--- src/rtl/game_period_ctrl_pkg.sv ---
// Shared constants for the symbol-counting game round sequencer and its tick generator.
// Holds state encoding, bus widths and the generator period constants.
package game_period_ctrl_pkg;

    localparam int SEC_W   = 7;
    localparam int LVL_W   = 5;
    localparam int SCORE_W = 8;

    // Generator period in core clocks: base period, shortened by one step per level.
    localparam int GEN_BASE_PERIOD = 100_000_000;
    localparam int GEN_LEVEL_STEP  = 5_000_000;

    localparam logic [2:0] ST_IDLE   = 3'd0;
    localparam logic [2:0] ST_PRELIM = 3'd1;
    localparam logic [2:0] ST_GAME   = 3'd2;
    localparam logic [2:0] ST_ANSWER = 3'd3;
    localparam logic [2:0] ST_POST   = 3'd4;
    localparam logic [2:0] ST_OVER   = 3'd5;

    typedef enum logic [2:0] {
        IDLE   = ST_IDLE,
        PRELIM = ST_PRELIM,
        GAME   = ST_GAME,
        ANSWER = ST_ANSWER,
        POST   = ST_POST,
        OVER   = ST_OVER
    } state_t;

    // Period strobes packed as {post, answer, game, prelim}; all zero outside a period.
    function automatic logic [3:0] periodStrobes(input state_t s);
        logic [3:0] strb;
        strb = 4'b0000;
        case (s)
            PRELIM:  strb = 4'b0001;
            GAME:    strb = 4'b0010;
            ANSWER:  strb = 4'b0100;
            POST:    strb = 4'b1000;
            default: strb = 4'b0000;
        endcase
        return strb;
    endfunction

endpackage

--- src/rtl/game_period_ctrl_timer.sv ---
// Seconds countdown for one game period: load wins over tick, timeout is combinational.
// Latency: timeout is asserted in the same cycle as the tick that finds count==1.
// Backpressure: none; a count of zero holds and ignores ticks.
module period_timer
    import game_period_ctrl_pkg::*;
(
    input  logic             Clk100M,
    input  logic             reset,
    input  logic             load,
    input  logic [SEC_W-1:0] loadVal,
    input  logic             tick,
    output logic [SEC_W-1:0] count,
    output logic             timeout
);

    // The top reacts to timeout on the same edge, so it must not wait for a register.
    assign timeout = tick && (count == SEC_W'(1));

    always_ff @(posedge Clk100M) begin
        if (reset) begin
            count <= '0;
        end else if (load) begin
            count <= loadVal;
        end else if (tick && (count != '0)) begin
            count <= count - SEC_W'(1);
        end
    end

endmodule

--- src/rtl/game_period_ctrl.sv ---
// Round sequencer: prelim/game/answer/post periods, answer judging, level and score.
// Latency: all outputs registered, strobes rise on the edge the state is entered.
// Backpressure: none; inputs are single-cycle pulses and unused ones are dropped.
module game_period_ctrl
    import game_period_ctrl_pkg::*;
#(
    parameter int PRELIM_SECS = 3,
    parameter int GAME_SECS   = 30,
    parameter int ANSWER_SECS = 10,
    parameter int POST_SECS   = 3,
    parameter int MAX_LEVEL   = 5
) (
    input  logic               Clk100M,
    input  logic               reset,
    input  logic               Clk1Hz,
    input  logic               start,
    input  logic               answerValid,
    input  logic               answerCorrect,
    output logic               prelimPeriod,
    output logic               gamePeriod,
    output logic               answerPeriod,
    output logic               postPeriod,
    output logic [LVL_W-1:0]   level,
    output logic               levelChng,
    output logic [SEC_W-1:0]   secondsLeft,
    output logic [SCORE_W-1:0] score,
    output logic               gameOver,
    output logic               gameWon
);

    state_t           state;
    state_t           nextState;
    logic             roundOk;
    logic             nextRoundOk;
    logic             levelBumped;
    logic             timeout;
    logic             timerLoad;
    logic [SEC_W-1:0] timerLoadVal;
    logic             postDone;
    logic             lastLevel;
    logic             levelInc;
    logic             winNow;

    period_timer u_timer (
        .Clk100M (Clk100M),
        .reset   (reset),
        .load    (timerLoad),
        .loadVal (timerLoadVal),
        .tick    (Clk1Hz),
        .count   (secondsLeft),
        .timeout (timeout)
    );

    assign postDone  = (state == POST) && timeout;
    assign lastLevel = (level >= LVL_W'(MAX_LEVEL));
    assign levelInc  = postDone && roundOk && !lastLevel;
    assign winNow    = postDone && roundOk && lastLevel;

    always_comb begin
        nextState   = state;
        nextRoundOk = roundOk;
        case (state)
            IDLE: begin
                if (start) nextState = PRELIM;
            end
            PRELIM: begin
                if (timeout) nextState = GAME;
            end
            GAME: begin
                if (timeout) begin
                    nextState   = ANSWER;
                    nextRoundOk = 1'b0;
                end
            end
            ANSWER: begin
                // An answer arriving with the final tick still counts.
                if (answerValid) begin
                    nextState   = POST;
                    nextRoundOk = answerCorrect;
                end else if (timeout) begin
                    nextState   = POST;
                    nextRoundOk = 1'b0;
                end
            end
            POST: begin
                if (timeout) begin
                    nextState = (roundOk && !lastLevel) ? PRELIM : OVER;
                end
            end
            default: begin
                nextState = state;
            end
        endcase
    end

    // Every transition reloads the countdown; OVER and IDLE load zero so ticks stall there.
    always_comb begin
        timerLoad    = (nextState != state);
        timerLoadVal = '0;
        case (nextState)
            PRELIM:  timerLoadVal = SEC_W'(PRELIM_SECS);
            GAME:    timerLoadVal = SEC_W'(GAME_SECS);
            ANSWER:  timerLoadVal = SEC_W'(ANSWER_SECS);
            POST:    timerLoadVal = SEC_W'(POST_SECS);
            default: timerLoadVal = '0;
        endcase
    end

    always_ff @(posedge Clk100M) begin
        if (reset) begin
            state        <= IDLE;
            roundOk      <= 1'b0;
            level        <= LVL_W'(1);
            score        <= '0;
            levelBumped  <= 1'b0;
            levelChng    <= 1'b0;
            prelimPeriod <= 1'b0;
            gamePeriod   <= 1'b0;
            answerPeriod <= 1'b0;
            postPeriod   <= 1'b0;
            gameOver     <= 1'b0;
            gameWon      <= 1'b0;
        end else begin
            state   <= nextState;
            roundOk <= nextRoundOk;
            {postPeriod, answerPeriod, gamePeriod, prelimPeriod} <= periodStrobes(nextState);
            gameOver <= (nextState == OVER);
            gameWon  <= gameWon | winNow;
            if (postDone && roundOk && (score != '1)) begin
                score <= score + SCORE_W'(1);
            end
            if (levelInc) begin
                level <= level + LVL_W'(1);
            end
            // Delay the pulse one extra cycle so the generator samples a settled level.
            levelBumped <= levelInc;
            levelChng   <= levelBumped;
        end
    end

endmodule

--- config.mk ---
export PLATFORM = sky130hd
export DESIGN_NAME = game_period_ctrl
export DESIGN_NICKNAME = d
export VERILOG_FILES = /design/src/rtl/game_period_ctrl_pkg.sv /design/src/rtl/game_period_ctrl_timer.sv /design/src/rtl/game_period_ctrl.sv
export SDC_FILE = /design/constraint.sdc
export NUM_CORES = 1
export LEC_CHECK = 0
export ABC_CLOCK_PERIOD_IN_PS = 4150
export CAP_MARGIN = 20
export CORE_ASPECT_RATIO = 1.4
export CORE_UTILIZATION = 30
export CTS_CLUSTER_DIAMETER = 50
export CTS_CLUSTER_SIZE = 16
export DETAILED_ROUTE_END_ITERATION = 8
export PLACE_DENSITY_LB_ADDON = 0.1
export SYNTH_ARGS = -nofsm -noshare
export SYNTH_HDL_FRONTEND = slang
export SYNTH_HIERARCHICAL = 1
export SYNTH_SLANG_ARGS = --single-unit
--- constraint.sdc ---
create_clock -name Clk100M -period 4.15 [get_ports Clk100M]
set_input_delay 0.415 -clock Clk100M [delete_from_list [all_inputs] [get_ports Clk100M]]
set_output_delay 0.415 -clock Clk100M [all_outputs]
set_load 0.005 [all_outputs]
== Word level (Yosys, flattened, before mapping) ==
Index checks and enable logic that the tools add are counted.

* Equal/unequal tests: 12
* Bitwise gates (word level): 1
* Reductions and logical operators: 14
* Muxes and demuxes: 15
* Add/subtract/negate cells: 3
* Magnitude comparators: 1

{| class="wikitable"
|+ Operators with widths
! kind !! count
|-
| $mux 3 || 7
|-
| $pmux 4 s4 || 1
|-
| $pmux 3 s5 || 1
|-
| $pmux 5 s3 || 1
|-
| $mux 7 || 2
|-
| $eq 3x2->1 const B || 4
|-
| $eq 3x3->1 const B || 3
|-
| $add 8x1->8 const B || 1
|-
| $logic_and 1x1->1 || 8
|-
| $ne 8x8->1 const B || 1
|-
| $eq 7x1->1 const B || 1
|-
| $reduce_bool 7->1 || 1
|-
| $sub 7x1->7 const B || 1
|-
| $eq 3x1->1 const B || 2
|-
| $add 5x1->5 const B || 1
|-
| $ge 5x3->1 const B || 1
|-
| $reduce_bool 2->1 || 2
|-
| $logic_not 3->1 || 1
|-
| $ne 3x3->1 || 1
|-
| $mux 1 || 2
|-
| $pmux 1 s2 || 1
|-
| $reduce_or 2->1 || 1
|-
| $logic_not 1->1 || 1
|-
| $or 1x1->1 || 1
|}

* Input bits: 6
* Word-level logic and storage cells: 59
* Bits in registers: 32
* Output and inout bits: 27

== Depth between registers and ports, before layout ==
* Depth after elaboration: 10
* Gate-level depth with buffers: 12
* Mapped depth without buffers: 11

== Cells and area by module ==
Netlist, hierarchy kept.

{| class="wikitable"
|+ Modules (own cells, without submodules)
! module !! sequential area each (um^2) !! area an instance (um^2) !! times used !! cells an instance
|-
| game_period_ctrl || 500.5 || 1157.4 || 1 || 126
|-
| period_timer || 140.1 || 476.7 || 1 || 59
|}

== Worst setup path after synthesis ==
No wires, ideal clock.

* Path kind: reg-to-reg
* Start point: reg u_timer.count[2]
* End point: reg u_timer.count[6]
* Data arrival time: 2.389 ns
* Clock period less this slack: 2.522 ns
* Setup time: 0.133 ns
* Path buffers: 1
* Setup slack: 1.628 ns
* Cell stages (with the launch flop): 10
* Data required time: 4.017 ns
* Cell sequence: dfxtp_1 or3_2 nor2_1 nand2b_1 or3_1 o21ai_0 clkbuf_1 inv_1 o311ai_0 a21oi_1

* Word-level cells in the longest chain between the ends: 7
* Elaborated cells between the ends (all ways): 15
* Classes of those cells: add/sub: 1; eq/ne: 2; mux: 8; reduce/logical: 4

{| class="wikitable"
|+ RTL lines
! element !! RTL line !! RTL
|-
| start: declaration || game_period_ctrl_timer.sv:12 || <nowiki>output logic [SEC_W-1:0] count,</nowiki>
|-
| start signal: assignment || game_period_ctrl_timer.sv:23 || <nowiki>count <= loadVal;</nowiki>
|-
| start signal: assignment || game_period_ctrl_timer.sv:25 || <nowiki>count <= count - SEC_W'(1);</nowiki>
|-
| $eq 7x1->1 * || game_period_ctrl_timer.sv:17 || <nowiki>assign timeout = tick && (count == SEC_W'(1));</nowiki>
|-
| $logic_and 1x1->1 * || game_period_ctrl_timer.sv:17 ||
|-
| named net timeout || game_period_ctrl.sv:36 || <nowiki>logic timeout;</nowiki>
|-
| $mux 3 || game_period_ctrl.sv:80 || <nowiki>end else if (timeout) begin</nowiki>
|-
| $mux 3 || game_period_ctrl.sv:77 || <nowiki>if (answerValid) begin</nowiki>
|-
| $pmux 3 s5 * || game_period_ctrl.sv:62 || <nowiki>case (state)</nowiki>
|-
| $ne 3x3->1 * || game_period_ctrl.sv:98 || <nowiki>timerLoad = (nextState != state);</nowiki>
|-
| named net timerLoad || game_period_ctrl.sv:37 || <nowiki>logic timerLoad;</nowiki>
|-
| $mux 7 or $reduce_bool 2->1 (tied branches) || -- ||
|}

The timed path passes the listed nets; every way through them passes the cells marked *. The select of a mux whose other input is x is not followed.
A chain may end at the register's enable or synchronous reset.

== Final worst setup path ==
* Start point: reg u_timer.count[2]
* End point: reg u_timer.count[2]

* Word-level cells in the longest chain between the ends: 9
* Elaborated cells between the ends (all ways): 21
* Classes of those cells: add/sub: 1; eq/ne: 6; mux: 9; reduce/logical: 5

{| class="wikitable"
|+ RTL lines
! element !! RTL line !! RTL
|-
| $eq 7x1->1 * || game_period_ctrl_timer.sv:17 ||
|-
| $logic_and 1x1->1 * || game_period_ctrl_timer.sv:17 ||
|-
| named net timeout || game_period_ctrl.sv:36 ||
|-
| $mux 3 || game_period_ctrl.sv:80 ||
|-
| $mux 3 || game_period_ctrl.sv:77 ||
|-
| $pmux 3 s5 * || game_period_ctrl.sv:62 ||
|-
| $eq 3x3->1 or $eq 3x1->1 (tied branches) || game_period_ctrl.sv:100 || <nowiki>case (nextState)</nowiki>
|-
| $reduce_or 2->1 (no source line) || -- ||
|-
| $pmux 5 s3 * || game_period_ctrl.sv:100 ||
|-
| named net timerLoadVal[2] || game_period_ctrl.sv:38 || <nowiki>logic [SEC_W-1:0] timerLoadVal;</nowiki>
|-
| $mux 7 * || game_period_ctrl_timer.sv:22 || <nowiki>end else if (load) begin</nowiki>
|}

Marked as above.

==> impl_metrics.py <==
metrics = {
    "global_routing": {
        "antenna_found_initial": 0,
        "grt_max_degree": 34,
        "grt.total_usage_pct": 14.7,
        "grt_pass1_wl_um": 6480,
        "grt_overflow": 0,
        "grt_pass1_vias": 1386,
    },
    "detailed_routing": {
        "drt-vias-per-instance": 5.01,
        "drt_iter0_markers": 72,
        "postRouteAntennaNets": 0,
        "detail_route.first_pass.iterations": 4,
        "via_count": 1439,
        "wl_um": 3820,
        "drcViolationCount": 0,
        "routedWlPerCell_um": 13.3,
    },
    "setup_path": {
        "rr_endpoint": "u_timer/count[2]",
        "cp_cell_sequence": "or3_2, nor2_1, nand2b_1, o21ai_1, nand2_1, nor2_1, inv_1, a221oi_1",
        "cp.buffers_inverters": 1,
        "worst_ep_arrival_time_ns": 3.03,
        "r2r_slack_ns": 1.31,
        "cp_num_cells": 8,
        "start_kind": "flip-flop",
        "crit_family": "simple AND/OR/NAND/NOR gates",
        "cp_max_fo": 8,
        "endpoint_kind": "flip-flop",
        "critical_path_class": "flip-flop to flip-flop",
        "cpPeakStageDelay_ns": 0.52,
        "slowest_stage": "or3_2",
        "r2r_cells": 8,
        "timing.rr.start": "u_timer/count[2]",
        "crit_required_ns": 4.34,
        "cpMostUsedCell": "nor2_1",
    },
    "floorplanning": {
        "fp-row-count": 31,
        "die_area_um2": 5750,
        "core_um2": 5200,
        "pin_count": 33,
        "start_util_pct": 31.4,
        "die_w_um": 64.4,
        "die_y_um": 89.3,
    },
    "timing": {
        "fin_ws_ns": 1.31,
        "hold-worst-slack_ns": 0.440,
        "layout_min_cycle_time_ns": 2.84,
        "rsz0062_at_grt": "no",
        "slew_violations": 0,
        "setup_viol": 0,
        "tns_ns": 0,
        "clock_skew_ns": 0.00472,
        "finalCritPeriodShare_pct": 68.5,
        "finalHoldViolations": 0,
        "clock.fmax_mhz": 352,
        "relSlewSlack_pct": 39.0,
        "worstMarginPinSlew_ns": 0.902,
    },
    "cells_and_area": {
        "final_cell_mix": "dfxtp_1, clkdlybuf4s50_1, nor2_1",
        "seq_area_um2": 641,
        "syn2layout_area_growth_pct": 29.8,
        "antenna_cells_inserted": 0,
        "drive_gt1_share_pct": 9.05,
        "layout.cells.non_filler": 287,
        "nNetsFinal": 232,
        "fillers": 543,
        "multi_input_area_um2": 913,
    },
    "logic_synthesis": {
        "ys_warn_count": 6,
        "ys_seq_area_share_pct": 39.2,
        "synth.ff_latch_count": 32,
        "yosysTopAreaCellShare_pct": 39.2,
        "synthDistinctLibCells": 53,
        "synthFlopType": "dfxtp_1",
        "netlist_instances": 185,
        "synth_top_area_cell": "dfxtp_1",
        "syn_area_um2": 1630,
        "async_flop_share_pct": 0,
        "synth_area_per_cell_um2": 8.83,
        "synth-edff-count": 0,
        "yosys-top-cells-area": "dfxtp_1, nor2_1, ha_1",
    },
    "run_status": {
        "outcome": "complete, no violations",
    },
    "clock_tree": {
        "cts_resized": 0,
        "root_buffer": "clkbuf_8",
        "htree_levels": 2,
        "cts_tree": "built",
        "cts_made_buffers": 5,
        "clk_path_buf_depth": 2,
        "ctsHoldBuffers": 0,
        "cts_setup_buffers": 0,
        "worstSkewPairLatency_ns": 0.28,
        "clk_pin_slew_ns": 0.06,
        "clock_sinks": 32,
    },
    "place": {
        "place_ws_ns": 1.11,
        "port-buffer-count": 32,
        "dp_hpwl_um": 2840,
        "dp.cells": 280,
        "gp_congestion": 0.824,
    },
    "power": {
        "powerDensity_nw_per_um2": 346,
        "cellLeakagePower_nw": 0.769,
        "ir_worst_vdd_v": 0.000171,
    },
    "hold_path": {
        "hold-path-endpoint": "levelChng",
        "min_path_cells": 1,
        "worstHoldStart": "levelBumped",
        "hold_path.class": "flip-flop to flip-flop",
    },
    "run": {
        "drv_cap": 0,
    },
}
[layout make-up]
class	count	area share [%]
clock buffer	7	4.54
inverter	14	2.48
multi-input combinational	134	43.1
sequential	32	30.2
tap	66	3.89
timing repair buffer	34	15.8
[synth_stat cells, types with 2 or more instances]
master / number
a221oi_1: 2
nor3b_1: 3
a211oi_1: 3
a311oi_1: 3
nor2b_1: 6
nor4b_1: 3
inv_1: 13
nor3_1: 4
nand2_1: 9
mux2i_1: 2
a211o_1: 2
nand2b_1: 4
o21ai_1: 3
ha_1: 5
o21ai_0: 3
xor2_1: 6
nand4_1: 2
nor2_1: 24
clkbuf_1: 4
or4_1: 2
a21oi_1: 12
nand3_1: 8
dfxtp_1: 32
[state kept, by name (all words and copies together) (netlist names)]
signal         flops
score              8
u_timer/count      7
level              5
state              3
answerPeriod       1
gameOver           1
gamePeriod         1
gameWon            1
levelBumped        1
levelChng          1
postPeriod         1
prelimPeriod       1
roundOk            1
[per-stage QoR]
step | power (W) | utilization [%] | area, µm²
floorplan | 0.000430 | - | 1640
global placement | 0.000481 | 38.8 | 2020
detailed placement | 0.000486 | 39.0 | 2020
CTS | 0.000745 | 40.8 | 2120
global route | 0.000775 | 40.8 | 2120
finish | 0.000733 | 40.8 | 2120
[worst max path at each step]
stage	from	endpoint	slack [ns]
2_1_floorplan	u_timer/count[2]	u_timer/count[6]	1.63
3_3_place_gp	Clk1Hz	u_timer/count[6]	0.77
3_5_place_dp	Clk1Hz	u_timer/count[2]	1.11
4_1_cts	u_timer/count[2]	u_timer/count[2]	1.31
5_1_grt	u_timer/count[2]	u_timer/count[0]	1.03
6_report	u_timer/count[2]	u_timer/count[2]	1.31
[power breakdown]
group,internal [W],total [W],switching [W]
sequential,0.000320,0.000340,0.0000197
combinational,0.0000666,0.000138,0.0000713
clock,0.000148,0.000255,0.000108
[routing by layer]
| metal | share of wire, % | GRT usage, % | up-vias |
|---|---|---|---|
| met3 | 3.7 | 3.19 | 6 |
| met5 | 0 | 0 | - |
| met1 | 40 | 15.2 | 679 |
| met4 | 1.9 | 6.87 | 0 |
| met2 | 54 | 27.8 | 31 |
| li1 | - | - | 723 |
[worst reg2reg max path, stage by stage (launching register included)]
cell and delay, ns:
dfxtp_1 0.37, or3_2 0.52, nor2_1 0.44, nand2b_1 0.18, o21ai_1 0.45, nand2_1 0.24, nor2_1 0.22, inv_1 0.06
a221oi_1 0.27
[cells by family (layout without fill, tap and decap cells)]
logic type	after synthesis	count (layout)	share of synthesized area, %
compound gates	38	38	16.9
simple gates	80	80	29.7
mux	2	2	1.23
other cells	1	2	0.229
fa+ha+maj	5	5	3.83
xor+xnor	7	7	3.75
flops	32	32	39.2
buf+inv	20	55	5.13
Note: power is estimated with default switching activity, not from simulation.
